**config.mk**
```make
export PLATFORM = sky130hd
export DESIGN_NAME = mio_bus_responder
export DESIGN_NICKNAME = d
export VERILOG_FILES = /design/src/rtl/mio_pkg.sv /design/src/rtl/mio_addr_decode.sv /design/src/rtl/mio_bus_responder.sv
export SDC_FILE = /design/constraint.sdc
export NUM_CORES = 1
export LEC_CHECK = 0
export ABC_AREA = 1
export BUFFER_PORTS_ARGS = -buffer_cell sky130_fd_sc_hd__buf_4
export CORE_ASPECT_RATIO = 1.4
export CORE_MARGIN = 2
export CORE_UTILIZATION = 40
export CTS_BUF_LIST = sky130_fd_sc_hd__clkbuf_8
export CTS_CLUSTER_SIZE = 16
export DETAILED_ROUTE_END_ITERATION = 6
export GPL_ROUTABILITY_DRIVEN = 0
export PLACE_DENSITY_LB_ADDON = 0.3
export SETUP_SLACK_MARGIN = 0.5
export SLEW_MARGIN = 20
export SYNTH_ARGS = -nofsm -noshare
export SYNTH_HDL_FRONTEND = slang
export SYNTH_SLANG_ARGS = --single-unit
export TNS_END_PERCENT = 10
```
**constraint.sdc**
```tcl
create_clock -name clk_i -period 12.35 [get_ports clk_i]
set_clock_uncertainty 0.2 [all_clocks]
set_input_delay 3.0875 -clock clk_i [delete_from_list [all_inputs] [get_ports clk_i]]
set_output_delay 3.0875 -clock clk_i [all_outputs]
set_load 0.1 [all_outputs]
```
**src/rtl/mio_pkg.sv**
```systemverilog
// Shared types and decode constants for the CPU memory/IO bus responder.
package mio_pkg;

    typedef enum logic [1:0] {
        StIdle,
        StWait,
        StResp
    } state_e;

    typedef enum logic [1:0] {
        TgtRam,
        TgtGpio,
        TgtCounter,
        TgtNone
    } target_e;

    // Region selects taken from addr[31:28]
    localparam logic [3:0] RegionRam     = 4'h0;
    localparam logic [3:0] RegionGpio    = 4'hE;
    localparam logic [3:0] RegionCounter = 4'hF;

endpackage

```
**src/rtl/mio_addr_decode.sv**
```systemverilog
// Maps the top address nibble of a bus request to its target.
module mio_addr_decode
    import mio_pkg::*;
(
    input  logic [3:0] region_i,
    output logic [1:0] target_o
);

    always_comb begin
        target_o = TgtNone;
        unique case (region_i)
            RegionRam:     target_o = TgtRam;
            RegionGpio:    target_o = TgtGpio;
            RegionCounter: target_o = TgtCounter;
            default:       target_o = TgtNone;
        endcase
    end

endmodule

```
**src/rtl/mio_bus_responder.sv**
```systemverilog
// Bus responder: latches a CPU request, waits WAIT_CYCLES, then completes it against
// block RAM, the GPIO output register or the free-running counter.
module mio_bus_responder
    import mio_pkg::*;
#(
    parameter int unsigned WAIT_CYCLES = 1,
    parameter int unsigned RAM_AW      = 10
) (
    input  logic              clk_i,
    input  logic              rst_i,
    input  logic              cpu_mio_i,
    input  logic              mem_w_i,
    input  logic [31:0]       addr_i,
    input  logic [31:0]       cpu_data_out_i,
    output logic [31:0]       cpu_data_in_o,
    output logic              mio_ready_o,
    output logic              ram_we_o,
    output logic [RAM_AW-1:0] ram_addr_o,
    output logic [31:0]       ram_din_o,
    input  logic [31:0]       ram_dout_i,
    output logic [31:0]       gpio_out_o,
    output logic [31:0]       counter_out_o
);

    state_e      state_q;
    logic [3:0]  wait_cnt_q;
    logic        mio_ready_q;
    logic        ram_we_q;
    logic [31:0] addr_q;
    logic [31:0] data_q;
    logic        mem_w_q;
    logic [31:0] gpio_q;
    logic [31:0] counter_q;
    logic [1:0]  target_raw;
    target_e     target;
    logic        unused_addr_bits;

    mio_addr_decode u_addr_decode (
        .region_i (addr_q[31:28]),
        .target_o (target_raw)
    );

    assign target           = target_e'(target_raw);
    assign unused_addr_bits = ^addr_q;

    always_ff @(posedge clk_i or posedge rst_i) begin
        if (rst_i) begin
            state_q     <= StIdle;
            wait_cnt_q  <= 4'd0;
            mio_ready_q <= 1'b0;
            ram_we_q    <= 1'b0;
            addr_q      <= 32'd0;
            data_q      <= 32'd0;
            mem_w_q     <= 1'b0;
        end else begin
            mio_ready_q <= 1'b0;
            ram_we_q    <= 1'b0;
            unique case (state_q)
                StIdle: begin
                    if (cpu_mio_i) begin
                        addr_q     <= addr_i;
                        data_q     <= cpu_data_out_i;
                        mem_w_q    <= mem_w_i;
                        wait_cnt_q <= 4'(WAIT_CYCLES);
                        state_q    <= StWait;
                    end
                end
                StWait: begin
                    wait_cnt_q <= wait_cnt_q - 4'd1;
                    // A dropped request aborts before any side effect is committed
                    if (!cpu_mio_i) begin
                        state_q <= StIdle;
                    end else if (wait_cnt_q <= 4'd1) begin
                        state_q     <= StResp;
                        mio_ready_q <= 1'b1;
                        ram_we_q    <= mem_w_q && (target == TgtRam);
                    end
                end
                StResp: begin
                    state_q <= StIdle;
                end
                default: begin
                    state_q <= StIdle;
                end
            endcase
        end
    end

    always_ff @(posedge clk_i or posedge rst_i) begin
        if (rst_i) begin
            gpio_q    <= 32'd0;
            counter_q <= 32'd0;
        end else begin
            if (state_q == StResp && mem_w_q && target == TgtGpio) begin
                gpio_q <= data_q;
            end
            // A bus write takes priority over the free-running increment
            if (state_q == StResp && mem_w_q && target == TgtCounter) begin
                counter_q <= data_q;
            end else begin
                counter_q <= counter_q + 32'd1;
            end
        end
    end

    always_comb begin
        cpu_data_in_o = 32'd0;
        if (state_q == StResp) begin
            unique case (target)
                TgtRam:     cpu_data_in_o = ram_dout_i;
                TgtGpio:    cpu_data_in_o = gpio_q;
                TgtCounter: cpu_data_in_o = counter_q;
                default:    cpu_data_in_o = 32'd0;
            endcase
        end
    end

    assign mio_ready_o   = mio_ready_q;
    assign ram_we_o      = ram_we_q;
    assign ram_addr_o    = addr_q[RAM_AW+1:2];
    assign ram_din_o     = (state_q != StIdle) ? data_q : 32'd0;
    assign gpio_out_o    = gpio_q;
    assign counter_out_o = counter_q;

endmodule
```
==> flow_metrics.env, run 1 <==
export IMPL_critPathArrivalTime_ps=3880
export IMPL_post_dp_hpwl_mm=15.8
export IMPL_status="completed"
export IMPL_synthCells=913
export IMPL_grtUsageTotal=0.245
export IMPL_ys_top_cells_by_count="358 x sky130_fd_sc_hd__nand2_1, 119 x sky130_fd_sc_hd__dfrtp_1, 96 x sky130_fd_sc_hd__inv_1"
export IMPL_syn_area_mm2=0.00650
export IMPL_p_per_area_mw_per_mm2=252
export IMPL_first_global_vias=6136
export IMPL_post_synthesis_sequential_area_ratio=0.458
export IMPL_drive_above_1_share=0.250
export IMPL_synth_most_common_cell="sky130_fd_sc_hd__nand2_1"
export IMPL_clock_sink_count=119
export IMPL_syn_avg_cell_area_um2=7.12
export IMPL_ff_latch_count_synth=119
export IMPL_cp_start_kind="primary input"
export IMPL_antenna_found_initial=0
export IMPL_tritoncts="yes"
export IMPL_die_width_um=112
export IMPL_cts_root_buffer_cell="sky130_fd_sc_hd__clkbuf_8"
export IMPL_final_min_clock_period_ps=7160
export IMPL_netlist_top_cell_by_area="sky130_fd_sc_hd__dfrtp_1"
export IMPL_cts_hold_repair_buffers=0
export IMPL_synth_main_ff_cell="sky130_fd_sc_hd__dfrtp_1"
export IMPL_final_max_slew_violation_count=0
export IMPL_clock_tree_htree_level_count=4
export IMPL_ios=240
export IMPL_std_cell_rows=55
export IMPL_post_route_cell_area_mm2=0.00857
export IMPL_finalWorstSetupSlack_ps=5190
export IMPL_tritoncts_num_buffers=17
export IMPL_syn_num_nets=1016
export IMPL_cts_setup_buffers=0
export IMPL_complex_gate_fraction_of_the_synthesized_area=0.0808
export IMPL_main_combinational_cell_family_by_area_after_synthesis="simple AND/OR/NAND/NOR gates"
export IMPL_die_h_um=155
export IMPL_setup_total_negative_slack_ps=0
export IMPL_yosysUniqueCellTypes=26
export IMPL_timing_max_slew_rel_slack=0.245
export IMPL_detail_route_antenna_nets=0
export IMPL_worst_slew_pin_transition_ps=1130
export IMPL_critical_path_data_required_time_ps=9060
export IMPL_synth_top_area_share=0.458
export IMPL_peakVddDrop_v=0.000233
export IMPL_yosys_warnings=0
export IMPL_timing_max_cap_violations=0
export IMPL_grt_first_pass_wirelength_mm=33.2
export IMPL_via_per_inst=4.89
export IMPL_synth_xor_xnor_area_share=0.0175
export IMPL_totalWireLength_mm=21.1
export IMPL_max_clock_path_buffers=2
export IMPL_ys_top_cells_by_area="sky130_fd_sc_hd__dfrtp_1 46%, sky130_fd_sc_hd__nand2_1 21%, sky130_fd_sc_hd__inv_1 5.5%"
export IMPL_edff_count_synth=0
export IMPL_area_growth_syn_to_layout_pct=31.9
export IMPL_number_of_drc_violations_after_detailed_routing_iteration_0=370
export IMPL_setup_viol=0
export IMPL_initial_standard_cell_utilization_of_the_core=0.405
export IMPL_post_drt_wl_per_cell_um=16.0
export IMPL_crit_path_end_kind="primary output"
export IMPL_nNetsFinal=1212
export IMPL_post_place_ws_ps=5210
export IMPL_core_area_mm2=0.0160
export IMPL_cts_resized=0
export IMPL_placed_cell_area_mm2=0.00817
export IMPL_grt_start_max_net_pins=82
export IMPL_timing_worst_setup_path_type="in2out"
export IMPL_maxClockFrequency_ghz=0.140
export IMPL_cp_max_fo=1
export IMPL_rsz_0062_raised_after_global_routing="no"
export IMPL_leakage_nw=4.63
export IMPL_timing_hold_worst_class="reg2reg"
export IMPL_hold_viol_final=0
export IMPL_skew_pair_late_insertion_delay_ps=430
export IMPL_route_vias_total=6457
export IMPL_yosys_mux_area_fraction=0
export IMPL_drt_pass1_iter_count=5
export IMPL_grt_overflow_total=0
export IMPL_clkSlewWorstSetupHoldPaths_ps=60
export IMPL_antenna_cells_inserted=0
export IMPL_asyncSetResetFlopFracSynth=1.00
export IMPL_holdWs_ps=286
export IMPL_yosys_area_share_adder=0.00577
export IMPL_design_die_area_mm2=0.0173
export IMPL_port_buffers=221
export IMPL_post_route_drc_count=0
export IMPL_share_of_synthesized_cell_area_in_and_or_nand_and_nor_gates=0.337
export IMPL_fin_crit_sh=0.580
==> power breakdown <==
part	leakage, nW	total, W	internal, W	switching (W)
sequential	1.56	0.000594	0.000498	0.0000967
clock	0.210	0.000355	0.000203	0.000152
combinational	2.86	0.00121	0.000235	0.000980
==> routing by layer <==
metal  wire length [um]  share of wire  up-vias  track usage
met3               1140          0.054       28       0.0470
met2              10400           0.49      218        0.407
li1                   -              -     3216            -
met5                  0              0        -            0
met1               9080           0.43     2995        0.321
met4                509          0.024        0       0.0841
==> through the flow <==
stage                     cells   util  power (W)
after floorplan             913      -    0.00154
final                      1320  0.535    0.00216
after global placement     1289  0.509    0.00180
after CTS                  1320  0.534    0.00217
after global routing       1320  0.535    0.00227
after detailed placement   1289  0.509    0.00181
==> worst max-delay path, stage by stage <==
cell	delay [ps]
sky130_fd_sc_hd__buf_4	80
sky130_fd_sc_hd__nand3_1	110
sky130_fd_sc_hd__o211ai_1	140
sky130_fd_sc_hd__nand2_1	70
sky130_fd_sc_hd__inv_1	90
sky130_fd_sc_hd__buf_4	290
==> placed cells by master, fill, tap and decap left out <==
cell type | Yosys | layout
sky130_fd_sc_hd__a21oi_1 | 2 | 2
sky130_fd_sc_hd__buf_4 | 12 | 225
sky130_fd_sc_hd__bufinv_16 | 0 | 2
sky130_fd_sc_hd__clkbuf_8 | 0 | 22
sky130_fd_sc_hd__clkinv_2 | 0 | 7
sky130_fd_sc_hd__clkinvlp_4 | 0 | 1
sky130_fd_sc_hd__dfrtp_1 | 119 | 119
sky130_fd_sc_hd__ha_1 | 3 | 3
sky130_fd_sc_hd__inv_1 | 96 | 95
sky130_fd_sc_hd__inv_2 | 2 | 1
sky130_fd_sc_hd__inv_4 | 1 | 2
sky130_fd_sc_hd__nand2_1 | 358 | 358
sky130_fd_sc_hd__nand2_2 | 4 | 3
sky130_fd_sc_hd__nand2_4 | 1 | 2
sky130_fd_sc_hd__nand3_1 | 71 | 71
sky130_fd_sc_hd__nand3b_1 | 4 | 4
sky130_fd_sc_hd__nand4_4 | 1 | 1
sky130_fd_sc_hd__nor2_1 | 80 | 78
sky130_fd_sc_hd__nor2_2 | 7 | 9
sky130_fd_sc_hd__nor2_4 | 4 | 4
sky130_fd_sc_hd__nor3_1 | 2 | 2
sky130_fd_sc_hd__o211ai_1 | 14 | 14
sky130_fd_sc_hd__o21ai_0 | 43 | 43
sky130_fd_sc_hd__o21ai_1 | 39 | 39
sky130_fd_sc_hd__or2_2 | 1 | 1
sky130_fd_sc_hd__xor2_1 | 13 | 13
==> worst paths after layout <==
check	end	startpoint	slack, ps	cells past startpoint
max	cpu_data_in_o[30]	ram_dout_i[30]	5190	6
min	addr_q[2]	addr_q[2]	290	2
max reg2reg	wait_cnt_q[0]	state_q[1]	9700	6
min reg2reg	addr_q[2]	addr_q[2]	290	2
max in group asynchronous	counter_out_o[12]	rst_i	8080	3
min in group asynchronous	data_q[18]	rst_i	2550	2
==> final cells by class <==
type                       instances  area [um^2]
timing repair buffer             225         1690
clock buffer                      22          303
sequential                       119         2980
inverter                          99          378
tap                              199          249
clock inverter                     9         97.6
fill                            1563         7460
multi-input combinational        647         2880
==> sequential cells by signal, summed over array words and instances, names as in the netlist <==
name,cells
addr_q,14
mem_w_q,1
ram_we_o,1
mio_ready_o,1
counter_out_o,32
gpio_out_o,32
wait_cnt_q,4
state_q,2
data_q,32
==> cell families (layout without fill, tap and decap cells) <==
| group | count (synthesis) | count (layout) |
|---|---|---|
| AO/OA/AOI/OAI | 98 | 98 |
| XOR/XNOR | 13 | 13 |
| adder cells (fa/ha/maj) | 3 | 3 |
| buffers and inverters | 147 | 355 |
| flip-flops | 119 | 119 |
| AND/OR/NAND/NOR | 533 | 533 |
Power figures use the tool's default switching activity.
==> inputs of run 2 (changes only) <==
==> constraint.sdc (replaced) <==
create_clock -name clk_i -period 6.5 [get_ports clk_i]
set_clock_uncertainty 0.2 [all_clocks]
set_input_delay 1.625 -clock clk_i [delete_from_list [all_inputs] [get_ports clk_i]]
set_output_delay 1.625 -clock clk_i [all_outputs]
set_load 0.1 [all_outputs]
==> run 2 against run 1 <==
The flow now finishes with violations (DRC). Hold slack worse by 2.5 ps. Global-route usage increased by 0.17 points. Sequential power up 89%. Critical path depth increased by 1. Count of clock-buffer cells in the layout is 4 lower. Highest routed layer unchanged.
==> flow_metrics.env, run 2 (synthesis gave the netlist of run 1 again) <==
export IMPL_status="complete, but fails checks"
export IMPL_violations="DRC"
export IMPL_totalWireLength_mm=21.3
export IMPL_port_buffers=221
export IMPL_timing_reg2reg_setup_slack_ps=3830
export IMPL_chain_of_cells_forming_the_critical_path="nor2_2 -> buf_4 -> nand3_1 -> o211ai_1 -> nand2_1 -> inv_1 -> buf_4"
export IMPL_timing_critical_path_buf_inv=3
export IMPL_timing_hold_worst_class="reg2reg"
export IMPL_setup_viol=0
export IMPL_cts_hold_repair_buffers=0
export IMPL_layout_filler_cells=1581
export IMPL_post_drt_wl_per_cell_um=16.1
export IMPL_grt_start_max_net_pins=82
export IMPL_layout_cells_most_common_list="358 x sky130_fd_sc_hd__nand2_1, 225 x sky130_fd_sc_hd__buf_4, 119 x sky130_fd_sc_hd__dfrtp_1, 94 x sky130_fd_sc_hd__inv_1, 78 x sky130_fd_sc_hd__nor2_1"
export IMPL_drive_above_1_share=0.250
export IMPL_post_dp_hpwl_mm=16.1
export IMPL_clkSlewWorstSetupHoldPaths_ps=80
export IMPL_max_clock_path_buffers=2
export IMPL_layout_commonest_cell="sky130_fd_sc_hd__nand2_1"
export IMPL_nNetsFinal=1212
export IMPL_maxUsedRoutingLayer="met4"
export IMPL_holdWs_ps=284
export IMPL_maxClockFrequency_ghz=0.222
export IMPL_antenna_found_initial=1
export IMPL_post_route_cell_area_mm2=0.00855
export IMPL_critical_path_data_required_time_ps=4680
export IMPL_p_total_w=0.00407
export IMPL_top_family_by_delay_on_critical_path="simple AND/OR/NAND/NOR gates"
export IMPL_clock_sink_count=119
export IMPL_route_met3_wl_mm=1.30
export IMPL_timing_max_slew_rel_slack=0.294
export IMPL_timing_max_cap_violations=0
export IMPL_cts_resized=0
export IMPL_leakage_nw=4.59
export IMPL_tritoncts="yes"
export IMPL_worst_slew_pin_transition_ps=1050
export IMPL_p_per_area_mw_per_mm2=476
export IMPL_timing_critical_path_slowest_stage_cell="sky130_fd_sc_hd__nor2_2"
export IMPL_timing_worst_setup_path_type="reg2out"
export IMPL_initial_standard_cell_utilization_of_the_core=0.405
export IMPL_grtUsageTotal=0.247
export IMPL_cts_root_buffer_cell="sky130_fd_sc_hd__clkbuf_8"
export IMPL_cp_start_kind="flip-flop"
export IMPL_slowest_delay_ps=670
export IMPL_grt_overflow_total=0
export IMPL_setup_total_negative_slack_ps=0
export IMPL_grt_first_pass_wirelength_mm=33.2
export IMPL_final_min_clock_period_ps=4510
export IMPL_detail_route_antenna_nets=0
export IMPL_die_width_um=112
export IMPL_timing_critical_path_mode_cell="sky130_fd_sc_hd__buf_4"
export IMPL_number_of_drc_violations_after_detailed_routing_iteration_0=455
export IMPL_wire_length_on_met1_mm=8.82
export IMPL_rsz_0062_raised_after_global_routing="no"
export IMPL_peakVddDrop_v=0.000490
export IMPL_layout_area_seq_mm2=0.00298
export IMPL_area_growth_syn_to_layout_pct=31.5
export IMPL_post_route_drc_count=6
export IMPL_fin_crit_sh=0.695
export IMPL_std_cell_rows=55
export IMPL_core_area_mm2=0.0160
export IMPL_cts_setup_buffers=0
export IMPL_drt_pass1_iter_count=7
export IMPL_route_vias_total=6570
export IMPL_design_die_area_mm2=0.0173
export IMPL_tritoncts_num_buffers=17
export IMPL_hold_viol_final=0
export IMPL_die_h_um=155
export IMPL_cp_max_fo=19
export IMPL_via_per_inst=4.97
export IMPL_clock_tree_htree_level_count=4
export IMPL_first_global_vias=6230
export IMPL_critPathArrivalTime_ps=2690
export IMPL_crit_path_end_kind="primary output"
export IMPL_ios=240
export IMPL_final_max_slew_violation_count=0
export IMPL_multi_input_area_mm2=0.00288
export IMPL_skew_pair_late_insertion_delay_ps=430
export IMPL_met2RoutedLength_mm=10.5
export IMPL_placed_cell_area_mm2=0.00817
## run 2: cell types whose count changed in the layout (fill, tap and decap cells not counted)
cell,delta
sky130_fd_sc_hd__bufinv_16,-1
sky130_fd_sc_hd__clkbuf_8,-4
sky130_fd_sc_hd__clkinv_1,+1
sky130_fd_sc_hd__clkinv_2,-4
sky130_fd_sc_hd__clkinv_4,+2
sky130_fd_sc_hd__clkinvlp_4,+6
sky130_fd_sc_hd__diode_2,+1
sky130_fd_sc_hd__inv_1,-1
sky130_fd_sc_hd__inv_6,+2
## run 2: per-layer routing
metal / track usage / vias up
met2: 0.411 / 236
met4: 0.0958 / 0
met5: 0 / -
met3: 0.0462 / 36
li1: - / 3227
met1: 0.319 / 3071
## run 2: tightest hold or removal path: stages, from the launching register on
cell and delay, ps:
sky130_fd_sc_hd__dfrtp_1 350, sky130_fd_sc_hd__nand2_1 50, sky130_fd_sc_hd__nand2_1 50
## run 2: where the power goes
group | internal (W) | switching (W)
clock network | 0.000313 | 0.000317
logic | 0.000446 | 0.00187
registers | 0.000945 | 0.000178
total | 0.00170 | 0.00236
## run 2: path summary, 6_finish.rpt
kind,endpoint,from,cells after the start
max reg2reg,wait_cnt_q[0],state_q[1],6
max in group asynchronous,gpio_out_o[21],rst_i,3
min,addr_q[5],addr_q[5],2
min in group asynchronous,data_q[20],rst_i,2
min reg2reg,addr_q[5],addr_q[5],2
max,cpu_data_in_o[30],addr_q[28],7
## run 2: cell type report
cell class	instances	share of cell area
Antenna cell	1	0.000293
Clock buffer	18	0.0290
Clock inverter	14	0.0149
Inverter	99	0.0442
Multi-Input combinational cell	647	0.337
Sequential cell	119	0.348
Tap cell	199	0.0291
Timing Repair Buffer	225	0.198
## run 2: metrics by stage
step | worst slack, ps | cells | util
6_report | 1990 | 1322 | 0.533
2_1_floorplan | 1520 | 913 | -
4_1_cts | 1980 | 1321 | 0.533
5_1_grt | 1800 | 1322 | 0.533
3_5_place_dp | 2290 | 1289 | 0.509
3_3_place_gp | 2290 | 1289 | 0.509
==> inputs of run 3 (changes only) <==
==> constraint.sdc (replaced) <==
create_clock -name clk_i -period 3.7 [get_ports clk_i]
set_clock_uncertainty 0.2 [all_clocks]
set_input_delay 0.925 -clock clk_i [delete_from_list [all_inputs] [get_ports clk_i]]
set_output_delay 0.925 -clock clk_i [all_outputs]
set_load 0.1 [all_outputs]
==> run 3 against run 2 <==
The run now ends clean. Combinational power is 78% higher. First-iteration DRC count is 6.4% lower. Final cell count is 0.45% higher. Setup slack worse by 1400 ps. Total power is 83% higher. Largest power group unchanged. Final area is 2.9% higher. Critical endpoint is now cpu_data_in_o[23]. Flip-flop and latch count stayed put. Wire length is 0.12% higher. Via count is 0.33% higher.
==> flow_metrics.env, run 3 (synthesis gave the netlist of run 1 again) <==
export IMPL_setup_viol=0
export IMPL_first_global_vias=6226
export IMPL_core_area_mm2=0.0160
export IMPL_timing_max_cap_violations=0
export IMPL_grt_overflow_total=0
export IMPL_detail_route_antenna_nets=0
export IMPL_number_of_drc_violations_after_detailed_routing_iteration_0=426
export IMPL_post_drt_wl_per_cell_um=16.1
export IMPL_status="completed"
export IMPL_finalWorstSetupSlack_ps=610
export IMPL_clock_tree_htree_level_count=4
export IMPL_layout_commonest_cell="sky130_fd_sc_hd__nand2_1"
export IMPL_timing_max_slew_rel_slack=0.572
export IMPL_timing_worst_setup_path_type="reg2out"
export IMPL_cp_max_fo=33
export IMPL_worst_slew_pin_transition_ps=641
export IMPL_tritoncts="yes"
export IMPL_clock_sink_count=119
export IMPL_totalWireLength_mm=21.4
export IMPL_cp_start_kind="flip-flop"
export IMPL_drive_above_1_share=0.256
export IMPL_p_total_w=0.00745
export IMPL_post_route_drc_count=0
export IMPL_hold_depth=2
export IMPL_dp_cells=1295
export IMPL_layoutNonFillerInstCount=1328
export IMPL_area_growth_syn_to_layout_pct=35.4
export IMPL_ios=240
export IMPL_post_place_ws_ps=808
export IMPL_leakage_nw=4.71
export IMPL_final_min_clock_period_ps=3090
export IMPL_peakVddDrop_v=0.000688
export IMPL_grt_first_pass_wirelength_mm=33.4
export IMPL_layout_cells_most_common_list="358 x sky130_fd_sc_hd__nand2_1, 213 x sky130_fd_sc_hd__buf_4, 116 x sky130_fd_sc_hd__dfrtp_1, 97 x sky130_fd_sc_hd__inv_1, 78 x sky130_fd_sc_hd__nor2_1"
export IMPL_grtUsageTotal=0.247
export IMPL_final_max_slew_violation_count=0
export IMPL_skew_pair_late_insertion_delay_ps=430
export IMPL_fin_crit_sh=0.835
export IMPL_drt_pass1_iter_count=5
export IMPL_die_h_um=155
export IMPL_nNetsFinal=1219
export IMPL_post_dp_hpwl_mm=16.0
export IMPL_std_cell_rows=55
export IMPL_final_core_util=0.549
export IMPL_initial_standard_cell_utilization_of_the_core=0.405
export IMPL_setup_total_negative_slack_ps=0
export IMPL_critPathArrivalTime_ps=1970
export IMPL_port_buffers=221
export IMPL_grt_start_max_net_pins=120
export IMPL_rr_worst_depth=7
export IMPL_maxClockFrequency_ghz=0.324
export IMPL_route_vias_total=6592
export IMPL_die_width_um=112
export IMPL_max_clock_path_buffers=2
export IMPL_crit_path_end_kind="primary output"
export IMPL_antenna_cells_inserted=0
export IMPL_rsz_0062_raised_after_global_routing="yes"
export IMPL_via_per_inst=4.96
export IMPL_antenna_found_initial=0
export IMPL_hold_viol_final=0
export IMPL_layout_filler_cells=1562
export IMPL_p_per_area_mw_per_mm2=847
export IMPL_critical_path_data_required_time_ps=2570
export IMPL_design_die_area_mm2=0.0173
export IMPL_timing_hold_worst_class="reg2reg"
export IMPL_cts_hold_repair_buffers=0
export IMPL_cts_root_buffer_cell="sky130_fd_sc_hd__clkbuf_8"
export IMPL_clkSlewWorstSetupHoldPaths_ps=70
export IMPL_tritoncts_num_buffers=17
## run 3: cell types whose count changed in the layout (fill, tap and decap cells not counted), moves of 2 or more
cell	before	now
sky130_fd_sc_hd__buf_6	0	13
sky130_fd_sc_hd__buf_4	225	213
sky130_fd_sc_hd__clkbuf_8	18	23
sky130_fd_sc_hd__clkinvlp_4	7	2
sky130_fd_sc_hd__buf_12	0	4
sky130_fd_sc_hd__bufinv_16	1	4
sky130_fd_sc_hd__dfrtp_1	119	116
sky130_fd_sc_hd__dfrtp_2	0	3
sky130_fd_sc_hd__inv_1	94	97
sky130_fd_sc_hd__buf_8	0	2
sky130_fd_sc_hd__clkinv_4	2	0
sky130_fd_sc_hd__inv_4	2	0
## run 3: worst paths after layout
check                                start                 to  slack, ps
max in group asynchronous            rst_i  counter_out_o[24]       2350
worst min-delay path             addr_q[4]          addr_q[4]        290
min in group asynchronous            rst_i          data_q[3]        470
worst min register to register   addr_q[4]          addr_q[4]        290
worst max-delay path            addr_q[28]  cpu_data_in_o[23]        610
worst max register to register  state_q[1]          data_q[3]       1380
## run 3: timing repair
action                                  in CTS  in global routing
pin swaps                                    1                  0
resized for setup                            5                 20
endpoints found under the setup margin      32                 32
setup buffers                                1                  0
## run 3: routing by layer
metal	wire length [um]	GRT usage
met1	8790	0.322
met4	654	0.0952
met3	1340	0.0553
met2	10600	0.401
met5	0	0
## run 3: critical path, cell delays in order, from the launching register on
cell                       delay (ps)
sky130_fd_sc_hd__dfrtp_1          460
sky130_fd_sc_hd__nor2_2           160
sky130_fd_sc_hd__buf_8            260
sky130_fd_sc_hd__nand3_1          110
sky130_fd_sc_hd__o211ai_1         100
sky130_fd_sc_hd__nand2_1           70
sky130_fd_sc_hd__inv_1             80
sky130_fd_sc_hd__buf_4            280
## run 3: area by class of cell
type                            count  area (um^2)  area share
Tap cell                          199          249      0.0283
Inverter                           99          380      0.0432
Multi-Input combinational cell    647         2870       0.327
Sequential cell                   119         2980       0.339
Clock inverter                      9          145      0.0165
Clock buffer                       23          317      0.0360
Timing Repair Buffer              232         1860       0.211
## run 3: power by group
group          internal, W  total (W)  switching [W]
sequential         0.00166    0.00198       0.000313
clock             0.000837    0.00135       0.000515
combinational     0.000837    0.00412        0.00329
total              0.00334    0.00745        0.00412
## run 3: through the flow
step | instance area, um^2 | hold WS, ps
after CTS | 8740 | 292
after global routing | 8800 | 319
after floorplan | 6500 | 249
final | 8800 | 289
after detailed placement | 8240 | 266
after global placement | 8240 | 269
